**config.mk**
```make
export PLATFORM = sky130hd
export DESIGN_NAME = sema_wr_arbiter
export DESIGN_NICKNAME = d
export VERILOG_FILES = /design/src/rtl/sema_wr_arbiter.sv
export SDC_FILE = /design/constraint.sdc
export NUM_CORES = 1
export LEC_CHECK = 0
export BUFFER_PORTS_ARGS = -buffer_cell sky130_fd_sc_hd__buf_2
export CELL_PAD_IN_SITES_DETAIL_PLACEMENT = 1
export CELL_PAD_IN_SITES_GLOBAL_PLACEMENT = 1
export CORE_UTILIZATION = 41
export DETAILED_ROUTE_END_ITERATION = 6
export GPL_TIMING_DRIVEN = 1
export PLACE_DENSITY_LB_ADDON = 0.1
export SLEW_MARGIN = 20
export SYNTH_ARGS = -nofsm -noshare
export SYNTH_HDL_FRONTEND = slang
export SYNTH_SLANG_ARGS = --single-unit
```
**constraint.sdc**
```tcl
create_clock -name clk_s -period 2.7 [get_ports clk_s]
set_clock_uncertainty 0.15 [all_clocks]
set_input_delay 0.27 -clock clk_s [delete_from_list [all_inputs] [get_ports clk_s]]
set_output_delay 0.27 -clock clk_s [all_outputs]
set_load 0.03 [all_outputs]
```
**src/rtl/sema_wr_arbiter.sv**
```systemverilog
// Round-robin write arbiter in front of the sema bit-semaphore pair: one write per grant,
// then a COOLDOWN hold so is_empty settles. Optional grant counters under SEMA_WR_ARB_STATS_EN.
module sema_wr_arbiter #(
  parameter int unsigned COOLDOWN = 2
) (
  input  logic        clk_s,
  input  logic        rst_s,
  input  logic        req_A_s,
  input  logic        data_A_s,
  output logic        gnt_A_s,
  input  logic        req_B_s,
  input  logic        data_B_s,
  output logic        gnt_B_s,
  input  logic        is_empty_A_s,
  input  logic        is_empty_B_s,
  output logic        sema_write_o_s_A,
  output logic        sema_data_o_s_A,
  output logic        sema_write_o_s_B,
  output logic        sema_data_o_s_B,
`ifdef SEMA_WR_ARB_STATS_EN
  output logic [15:0] gnt_cnt_A_s,
  output logic [15:0] gnt_cnt_B_s,
`endif
  output logic        busy_s
);

  localparam logic [3:0] CoolInit = 4'(COOLDOWN);

  typedef enum logic [1:0] {StIdle, StGrant, StCool} state_e;

  state_e     state_q, state_d;
  logic       last_q, last_d;    // 0 = A, 1 = B
  logic       sel_q, sel_d;
  logic       wdata_q, wdata_d;
  logic [3:0] cnt_q, cnt_d;
  logic       elig_a, elig_b, pick;
  logic       gnt_a_d, gnt_b_d, dat_a_d, dat_b_d, busy_d;

  assign elig_a = req_A_s & is_empty_A_s;
  assign elig_b = req_B_s & is_empty_B_s;
  // On a tie the requester that did not win last time goes first.
  assign pick   = (elig_a && elig_b) ? ~last_q : elig_b;

  always_ff @(posedge clk_s or posedge rst_s) begin
    if (rst_s) begin
      state_q <= StIdle;
      last_q  <= 1'b1;
      sel_q   <= 1'b0;
      wdata_q <= 1'b0;
      cnt_q   <= 4'd0;
    end else begin
      state_q <= state_d;
      last_q  <= last_d;
      sel_q   <= sel_d;
      wdata_q <= wdata_d;
      cnt_q   <= cnt_d;
    end
  end

  always_comb begin
    state_d = state_q;
    last_d  = last_q;
    sel_d   = sel_q;
    wdata_d = wdata_q;
    cnt_d   = cnt_q;
    unique case (state_q)
      StIdle: begin
        if (elig_a || elig_b) begin
          sel_d   = pick;
          wdata_d = pick ? data_B_s : data_A_s;
          state_d = StGrant;
        end
      end
      StGrant: begin
        last_d  = sel_q;
        cnt_d   = CoolInit;
        state_d = StCool;
      end
      StCool: begin
        cnt_d = cnt_q - 4'd1;
        if (cnt_q == 4'd1) state_d = StIdle;
      end
      default: state_d = StIdle;
    endcase
  end

  // Outputs are computed from the next state so they are registered yet aligned with GRANT.
  always_comb begin
    gnt_a_d = (state_d == StGrant) && !sel_d;
    gnt_b_d = (state_d == StGrant) && sel_d;
    dat_a_d = gnt_a_d & wdata_d;
    dat_b_d = gnt_b_d & wdata_d;
    busy_d  = (state_d != StIdle);
  end

  always_ff @(posedge clk_s or posedge rst_s) begin
    if (rst_s) begin
      gnt_A_s          <= 1'b0;
      gnt_B_s          <= 1'b0;
      sema_write_o_s_A <= 1'b0;
      sema_write_o_s_B <= 1'b0;
      sema_data_o_s_A  <= 1'b0;
      sema_data_o_s_B  <= 1'b0;
      busy_s           <= 1'b0;
    end else begin
      gnt_A_s          <= gnt_a_d;
      gnt_B_s          <= gnt_b_d;
      sema_write_o_s_A <= gnt_a_d;
      sema_write_o_s_B <= gnt_b_d;
      sema_data_o_s_A  <= dat_a_d;
      sema_data_o_s_B  <= dat_b_d;
      busy_s           <= busy_d;
    end
  end

`ifdef SEMA_WR_ARB_STATS_EN
  always_ff @(posedge clk_s or posedge rst_s) begin
    if (rst_s) begin
      gnt_cnt_A_s <= 16'd0;
      gnt_cnt_B_s <= 16'd0;
    end else if (state_q == StGrant) begin
      if (!sel_q && gnt_cnt_A_s != 16'hffff) gnt_cnt_A_s <= gnt_cnt_A_s + 16'd1;
      if (sel_q && gnt_cnt_B_s != 16'hffff) gnt_cnt_B_s <= gnt_cnt_B_s + 16'd1;
    end
  end
`endif

endmodule

```
== Word-level counts from Yosys, hierarchy flattened ==
Cells that the tools add are included.
Word-level totals
  bits in registers: 14
  input port bits: 8
  output and inout port bits: 7
Operators by class
  $add $sub $neg: 1
  eq/ne operators: 4
  mux-type cells: 10
  bitwise logic cells: 5
  reduce and logical (&&, ||, !) cells: 8
Operator list (number)
  $pmux 4 s2: 1
  $mux 1: 6
  $pmux 2 s3: 1
  $and 1x1->1: 4
  $eq 2x1->1 const B: 2
  $eq 4x1->1 const B: 1
  $mux 2: 2
  $reduce_bool 2->1: 2
  $sub 4x1->4 const B: 1
  $logic_and 1x1->1: 3
  $eq 2x2->1 const B: 1
  $logic_not 2->1: 1
  $logic_not 1->1: 1
  $logic_or 1x1->1: 1
  $not 1->1: 1

== Logic depth before layout (Yosys ltp) ==
Gate-level depths: netlist of the first run.
  word-level depth: 8
  mapped depth: 6

== Worst setup path before layout of the first run ==
Ideal clock, no wire load.
  kind: register to register
  start point: register state_q[0]
  end point: register sema_data_o_s_B
  setup time: 126 ps
  data arrival time: 1542 ps
  required time: 2424 ps
  setup slack: 882 ps
  cell stages (with the launch flop): 7
  clock period less this slack: 1818 ps
  cell sequence: dfrtp_1 inv_1 ha_1 inv_2 o311a_1 a211oi_2 nor3_1
On the way
  cells in the longest elaborated chain, start to end: 5
  elaborated cells on any way between the ends: 11
  those cells by class: eq/ne: 3; mux: 5; bitwise: 1; reduce/logical: 2
RTL lines
  from (decl): line 31  | state_e state_q, state_d;
  from (signal assigned): line 46  | state_q <= StIdle;
  from (signal assigned): line 52  | state_q <= state_d;
  $eq 2x2->1 (tied with other cells): line 66  | unique case (state_q)
  $pmux 2 s3: line 66
  $eq 2x1->1: line 90  | gnt_b_d = (state_d == StGrant) && sel_d;
  $logic_and 1x1->1: line 90
  $and 1x1->1 (*): line 92  | dat_b_d = gnt_b_d & wdata_d;
  named net dat_b_d: line 37  | logic gnt_a_d, gnt_b_d, dat_a_d, dat_b_d, busy_d;
  to (signal assigned): line 111  | sema_data_o_s_B <= dat_b_d;
  to (decl): line 19  | output logic sema_data_o_s_B,
Mark *: on every way through the listed nets, which the timed path passes. The rest lies on a longest branch.
A chain may end at the register's enable or synchronous reset.

== Worst setup path after layout of the first run ==
  start point: register state_q[0]
  end point: register sema_write_o_s_A
On the way
  cells in the longest elaborated chain, start to end: 4
  elaborated cells on any way between the ends: 10
  those cells by class: eq/ne: 3; mux: 4; reduce/logical: 3
RTL lines
  $eq 2x2->1 (tied with other cells): line 66
  $pmux 2 s3 / $mux 1 (equally long branches): line 66
  $eq 2x1->1 / $logic_not 1->1 (equally long branches): line 89  | gnt_a_d = (state_d == StGrant) && !sel_d;
  $logic_and 1x1->1 (*): line 89
  named net gnt_a_d: line 37
  to (signal assigned): line 108  | sema_write_o_s_A <= gnt_a_d;
  to (decl): line 16  | output logic sema_write_o_s_A,
Marked as above.

==> metrics, run 1 <==
# port buffers 14; setup TNS 0 ps; Crit Path Class flop to flop; Worst EP arrival 2090 ps; vias in the first global route 630; period utilisation layout 76.8%; io pins 15; commonest non-fill, non-tap cell in the layout buf_2; initial core utilization 43.7%; number of remaining DRC errors 0; Tmin final 2070 ps; layout cells sized above 1 25.0%; clk_lat worst skew 290 ps; Hold Crit Depth 4; total gr overflow 0; root buffer cell clkbuf_4; max cap viols 0; FP Rows 15; Worst slew margin 62.9%; worst vdd ir 464 uV; Setup crit start kind flop; Pins Over Slew Limit 0; Pleak 0.428 nW; outcome completed; Starting DRT DRC Count 3; fmax 0.482 GHz; Die X 44.7 um; synthesized area 747 um2; Design Area, Final 880 um2; final wirelength 1.73 mm; CP max FO 6; Via Count 615; most frequent cells in the layout buf_2, dfrtp_1, inv_1, ha_1; RSZ-0062 raised after global routing no; cells after synthesis 75; Hold Fails Final Rpt 0; clk buf depth 2; Final ANT Viol Nets 0; flop-to-flop setup slack 630 ps; Hold EP sel_q; r2r worst-path depth 6; post-detail-place hpwl 1.22 mm; postcts setup bufs 0; worst path required time 2720 ps; CTS HTree Levels 1; Routability Congestion 0.760; PwrDens 1070 nW/um2; endpoint class of the critical path flop; Sink Count 14; syn nets 89; Hold WC Path Type input pin to flop; DRT Pass-1 Iters 2; final setup fails 0; die area 2000 um2; PostCTS Resize Cnt 0; first-pass GRT wire length 2.90 mm; Synth Warn # 0; clock transition at the registers of the reported paths 90 ps; r2r startpoint state_q[0]; placed inst area 833 um2; largest net degree at the start of global routing 15; WL/cell 14.8 um; Mean Syn Cell Area 9.96 um2; NumNets Final 107; total CTS buffers 3; initial antenna violation count 0; GRT Util Overall 21.1%; Hold Slack 239 ps; CTS tree yes; antenna fix cells 0; Reg-to-Reg End sema_write_o_s_A; Core Region 1710 um2; overall die height 44.7 um; worst slew pin tran 556 ps; Core Util, Final 51.5%; hold_sp is_empty_A_s; area growth from synthesis to layout 17.8%; Yosys reg bits 14; Via density 5.26; post-synthesis sequential area ratio 47.1%; Distinct cells, synth 32; Layout fillers 200
-- synthesized netlist by cell type --
cell      instances  area share (%)
nor3_1            5             3.3
nand4_1           2             1.7
a21oi_2           1             1.2
a211oi_2          1             1.7
buf_4             2             2.0
dfstp_2           1             3.5
a21oi_1           2             1.3
o311a_1           1             1.3
mux2_2            1             1.5
a22o_1            1             1.2
o21ai_0           5             3.3
a31o_1            1             1.2
or2_1             1            0.84
a31oi_1           1            0.84
o22ai_1           1            0.84
inv_1             8             4.0
o21a_1            1             1.0
nor3b_1           1             1.0
a211o_1           1             1.2
o221ai_1          1             1.2
dfrtp_1          13              44
nand3_1           5             3.3
and3_1            1            0.84
nor2_1            4             2.0
inv_2             1            0.50
nand2_1           2             1.0
ha_1              6              10
o21ai_1           1            0.67
and2_1            1            0.84
or3b_1            1             1.2
nand2b_1          1            0.84
a211oi_1          1             1.0
-- where the power goes --
| part | switching (mW) | internal [mW] | leakage, nW | total [mW] |
|---|---|---|---|---|
| sequential | 0.0501 | 0.291 | 0.177 | 0.341 |
| clock | 0.0741 | 0.0822 | 0.0210 | 0.156 |
| combinational | 0.289 | 0.155 | 0.230 | 0.444 |
-- critical path: stages, from the launching register on --
cell and delay [ps]:
dfrtp_1 450, inv_1 190, ha_1 330, inv_2 70
o311a_1 400, o221ai_1 260, nor2_1 100
-- cell families after synthesis --
group	synth area share (%)
AO/OA/AOI/OAI	17.9
buffers and inverters	6.53
AND/OR/NAND/NOR	16.9
flip-flops	47.1
adder cells (fa/ha/maj)	10.0
multiplexers	1.51
-- state kept, by name, indices dropped and copies added (netlist names) --
name,count
busy_s,1
cnt_q,4
last_q,1
sel_q,1
sema_data_o_s_A,1
sema_data_o_s_B,1
sema_write_o_s_A,1
sema_write_o_s_B,1
state_q,2
wdata_q,1
-- per-stage QoR --
step,setup WS [ps],instances,power [mW]
2_1_floorplan,882,75,0.674
3_3_place_gp,738,112,0.771
3_5_place_dp,665,112,0.782
4_1_cts,645,117,0.941
5_1_grt,524,117,1.02
6_report,625,117,0.941
-- routing by layer --
layer | wire (um) | global-route usage, % | share of wire, % | vias up
met4 | 25 | 9.09 | 1.4 | 0
met5 | 0 | 0 | 0 | -
li1 | - | - | - | 302
met3 | 47 | 4.90 | 2.7 | 5
met2 | 879 | 35.3 | 51 | 12
met1 | 776 | 25.7 | 45 | 296
-- cell type report --
type                    instances  area [um2]  share of cell area (%)
well taps                      25        31.3                    3.56
inverters                       9        33.8                    3.84
clock buffers                   4        36.3                    4.13
flip-flops and latches         14         352                    40.0
multi-input cells              50         347                    39.4
repair buffers                 15        80.1                    9.10
-- timing repair --
action                     CTS  global route
setup endpoints to repair    0             0
hold endpoints to repair    13             0
hold buffers                 1             0
-- worst max path at each step --
stage / from / to / slack, ps / depth (start not counted)
after detailed placement: state_q[0] / sema_data_o_s_B / 660 / 6
after global routing: state_q[0] / sema_write_o_s_A / 520 / 6
after floorplan: state_q[0] / sema_data_o_s_B / 880 / 6
final: state_q[0] / sema_write_o_s_A / 630 / 6
after global placement: state_q[0] / sema_data_o_s_A / 740 / 6
after CTS: state_q[0] / sema_data_o_s_B / 640 / 6
(Power assumes the default switching activity.)
==> inputs of run 2 (changes only) <==
Settings changed: CORE_UTILIZATION 41 to 36.
Clock period 2.7 ns to 1.88 ns, I/O delays scaled along.
==> metrics, run 2 (synthesis gave the netlist of run 1 again) <==
CP max FO 6 (unchanged); FP Rows 16 (+1); final wirelength 1.62 mm (-6.5%); overall die height 47.6 um (+6.4%); worst vdd ir 816 uV (+76%); Hold WC Path Type input pin to flop; total CTS buffers 3 (unchanged); hold_sp is_empty_A_s; worst slew pin tran 519 ps (-36.5 ps); post-detail-place hpwl 1.31 mm (+7.1%); total gr overflow 0 (unchanged); initial core utilization 38.1% (-5.7 points); outcome completed; Sink Count 14 (unchanged); Crit Path Class flop to flop; root buffer cell clkbuf_4; number of flip-flops in the largest register 4 (unchanged); initial antenna violation count 0 (unchanged); DRT Pass-1 Iters 3 (+1); clk buf depth 2 (unchanged); final setup fails 0 (unchanged); Core Region 1960 um2 (+15%); WL/cell 13.2 um (-10%); vias in the first global route 602 (-4.4%); fmax 0.566 GHz (+17%); io pins 15 (unchanged); Hold Slack 151 ps (-88.3 ps); Worst Setup SP state_q[0]; Pins Over Slew Limit 0 (unchanged); register share of total power 35.3% (-0.9 points); Layout fillers 238 (+19%); Die X 47.6 um (+6.4%); Worst slew margin 65.3% (+2.4 points); area of the multi-input gates 347 um2 (unchanged); die area 2260 um2 (+13%); Switching Fraction 42.6% (-1.2 points); Tmin final 1770 ps (-308 ps); Setup crit start kind flop; antenna fix cells 0 (unchanged); first-pass GRT wire length 2.65 mm (-8.6%); area growth from synthesis to layout 21.1%; commonest non-fill, non-tap cell in the layout buf_2; clk_lat worst skew 280 ps (about the same); Starting DRT DRC Count 15 (+12); r2r startpoint state_q[0]; Routability Congestion 0.721 (-5.1%); Most flops, register cnt_q; placed insts 117 (+4.5%); Pleak 0.442 nW (+3.4%); top flop regs cnt_q (4), state_q (2); Via Count 615 (unchanged); layout cells sized above 1 28.4% (+3.4 points); max cap viols 0 (unchanged); CTS HTree Levels 1 (unchanged); worst path required time 1890 ps (-830 ps); Hold Fails Final Rpt 0 (unchanged); period utilisation layout 94.0% (+17 points); endpoint class of the critical path flop; Worst EP arrival 1780 ps (-310 ps); clock transition at the registers of the reported paths 80 ps (about the same); PwrDens 1510 nW/um2 (+41%); RSZ-0062 raised after global routing no; NumNets Final 110 (+2.8%); most frequent cells in the layout buf_2, dfrtp_1, inv_1, ha_1; setup TNS 0 ps (unchanged); Clock Power Share 15.4% (-1.2 points); combinational share of power 49.3% (+2.2 points); largest net degree at the start of global routing 15 (unchanged); P_sw 0.584 mW (+41%); postcts setup bufs 0 (unchanged); Core Util, Final 46.1% (-5.4 points); # port buffers 14 (unchanged); CTS tree yes; Seq. cell area 352 um2 (unchanged); GRT Util Overall 17.5% (-3.6 points); Final ANT Viol Nets 0 (unchanged); Via density 5.04 (-4.1%); internal power 0.785 mW (+49%); Layout Cells excl Fill 122 (+4.3%); number of remaining DRC errors 0 (unchanged)
run 2: cell type report:
type	instances	share of cell area (%)
flip-flops and latches	14	38.9
multi-input cells	50	38.3
repair buffers	18	11.3
clock buffers	4	4.01
inverters	9	3.73
well taps	27	3.73
run 2: path summary, 6_finish.rpt:
check / to / slack (ps) / cells after the start
max in group asynchronous: last_q / 890 / 3
hold / removal: sel_q / 150 / 4
setup / recovery: sema_data_o_s_B / 110 / 6
hold reg to reg: last_q / 370 / 1
setup reg to reg: sema_data_o_s_B / 110 / 6
min in group asynchronous: sema_write_o_s_A / 330 / 3
run 2: what timing repair did:
action | in CTS | in global routing
resized for setup | 0 | 1
hold endpoints to repair | 13 | 0
hold buffers | 1 | 0
endpoints found under the setup margin | 0 | 4
run 2: critical path, cell delays in order, from the launching register on:
cell	delay (ps)
dfrtp_1	400
inv_2	110
ha_1	190
inv_2	60
o311a_1	380
a211oi_2	270
nor3_1	80
run 2: through the flow:
stage | area, um2 | setup WS [ps] | total power, mW
after detailed placement | 858 | 51.5 | 1.16
after CTS | 905 | 20.3 | 1.38
after global routing | 905 | 3.77 | 1.50
final | 905 | 113 | 1.37
after floorplan | 747 | 62.0 | 0.968
after global placement | 858 | 52.9 | 1.15
run 2: per-layer routing:
layer	GRT usage, %	vias up	wire length, um
met2	25.8	14	705
met5	0	-	0
met3	7.17	4	70
met4	6.67	0	36
li1	-	307	-
met1	23.0	290	805
run 2: power by group through the flow:
| stage | clock network (mW) | logic, mW | registers, mW |
|---|---|---|---|
| 2_1_floorplan | 0 | 0.413 | 0.555 |
| 3_3_place_gp | 0 | 0.661 | 0.484 |
| 3_5_place_dp | 0 | 0.671 | 0.489 |
| 4_1_cts | 0.224 | 0.676 | 0.486 |
| 5_1_grt | 0.232 | 0.765 | 0.502 |
| 6_report | 0.211 | 0.674 | 0.483 |
==> inputs of run 3 (changes only) <==
Settings changed: CORE_ASPECT_RATIO set to 1.2, RECOVER_POWER set to 50, SLEW_MARGIN 20 to 10.
==> metrics, run 3 (synthesis gave the netlist of run 1 again) <==
outcome finished with violations; failing checks design-rule violations; CP max FO 6 (unchanged); Most flops, register cnt_q; first-pass GRT wire length 2.69 mm (+1.6%); flop-to-flop setup slack 110 ps (about the same); Worst slew margin 64.2% (-1.2 points); NumNets Final 110 (unchanged); Post-Place Setup Slack 69.1 ps (+17.6 ps); Worst EP arrival 1790 ps (about the same); area of the multi-input gates 353 um2 (+1.8%); Hold WC Path Type input pin to flop; number of remaining DRC errors 4 (+4); Via density 5.46 (+8.2%); period utilisation layout 94.3% (+0.31 points); Pins Over Slew Limit 0 (unchanged); antenna fix cells 0 (unchanged); GRT Util Overall 16.4% (-1.1 points); worst vdd ir 671 uV (-18%); most frequent cells in the layout dfrtp_1, buf_2, inv_1, ha_1; die area 2260 um2 (about the same); Critical Path End sema_data_o_s_B; Stages on worst setup path 6 (unchanged); # port buffers 14 (unchanged); post-detail-place hpwl 1.26 mm (-3.3%); layout cells sized above 1 26.3% (-2.1 points); worst path required time 1890 ps (about the same); Worst Setup SP state_q[0]; CP cell instances inv_2 > ha_1 > inv_2 > o311a_1 > a211oi_2 > nor3_1; CP delay by family, top compound AO/OA/AOI/OAI gates; PwrDens 1540 nW/um2 (+1.5%); FP Rows 17 (+1); number of flip-flops in the largest register 4 (unchanged); area growth from synthesis to layout 20.1%; Layout fillers 226 (-5.0%); vias in the first global route 625 (+3.8%); final wirelength 1.65 mm (+2.4%); commonest non-fill, non-tap cell in the layout dfrtp_1; largest net degree at the start of global routing 15 (unchanged); Final ANT Viol Nets 0 (unchanged); WP buf/inv 2 (unchanged); clk buf depth 2 (unchanged); Die X 43.6 um (-8.3%); initial core utilization 39.5% (+1.4 points); top flop regs cnt_q (4), state_q (2); Hold Fails Final Rpt 0 (unchanged); initial antenna violation count 0 (unchanged); Routability Congestion 0.715 (-0.83%); overall die height 51.9 um (+9.1%); root buffer cell clkbuf_4; Sink Count 14 (unchanged); r2r worst-path depth 6 (unchanged); worst slew pin tran 537 ps (+17.4 ps); post-route worst setup slack 107 ps (-5.89 ps); Tmin final 1770 ps (+5.89 ps); r2r startpoint state_q[0]; Critical Path Most Common Cell inv_2; Seq. cell area 352 um2 (unchanged); RSZ-0062 raised after global routing no; io pins 15 (unchanged); fmax 0.564 GHz (-0.33%); total gr overflow 0 (unchanged); max cap viols 0 (unchanged); Setup crit start kind flop; slowest cell on the critical path dfrtp_1; Core Region 1890 um2 (-3.5%); Reg-to-Reg End sema_data_o_s_B; Via Count 622 (+1.1%); crit-path max cell delay 410 ps (about the same); total CTS buffers 3 (unchanged); Pleak 0.432 nW (-2.4%); endpoint class of the critical path flop; WL/cell 14.5 um (+9.5%); CTS HTree Levels 1 (unchanged); clock transition at the registers of the reported paths 90 ps (about the same); Crit Path Class flop to flop; final setup fails 0 (unchanged); Starting DRT DRC Count 7 (-8); CTS tree yes; total power 1.38 mW (+0.71%); setup TNS 0 ps (unchanged); clk_lat worst skew 270 ps (about the same); DRT Pass-1 Iters 6 (+3)
run 3: cell count changes in the layout (fill, tap and decap cells not counted), sizes merged:
cell	change
buf	-3
clkbuf	+3
run 3: what timing repair did:
item / 4_1_cts / 5_1_grt
gates resized for setup: 0 / 2
endpoints found under the setup margin: 0 / 4
hold buffers: 1 / 0
setup buffers: 0 / 0
endpoints found under the hold margin: 13 / 0
run 3: final cells by class:
cell class / instances / share of cell area (%)
clock buffer: 4 / 4.04
multi-input combinational: 50 / 39.3
sequential: 14 / 39.2
timing repair buffer: 18 / 11.0
tap: 19 / 2.65
inverter: 9 / 3.77
run 3: through the flow:
stage	cells	area [um2]	hold slack, ps	utilization, %
after global placement	109	848	103	44.8
after CTS	114	895	148	47.3
after global routing	114	897	205	47.4
after floorplan	75	747	-73.5	-
after detailed placement	109	848	113	44.8
final	114	897	178	47.4
run 3: how the worst min path moves through the flow:
stage	from	depth (start not counted)	end	slack [ps]
detailed placement	rst_s	2	busy_s	110
CTS	is_empty_A_s	4	sel_q	150
floorplan	rst_s	1	busy_s	-70
global route	is_empty_A_s	4	sel_q	210
finish	is_empty_A_s	4	sel_q	180
global placement	rst_s	2	state_q[1]	100
run 3: worst register-to-register path, delay by kind of cell (launching register included):
kind                     cells  cell delay, ps
adder cells (fa/ha/maj)      1             200
buffers and inverters        2             160
AO/OA/AOI/OAI                2             670
flip-flops                   1             410
AND/OR/NAND/NOR              1              80
run 3: metal layers:
layer  share of wire (%)  global-route usage [%]
met1                  45                    18.9
met5                   0                       0
met3                 3.3                    3.13
met2                  51                    29.4
met4                0.85                    6.25
run 3: report_power, final:
part,internal (mW),total (mW),switching (mW)
sequential,0.418,0.480,0.0622
clock,0.118,0.217,0.0999
combinational,0.247,0.681,0.434
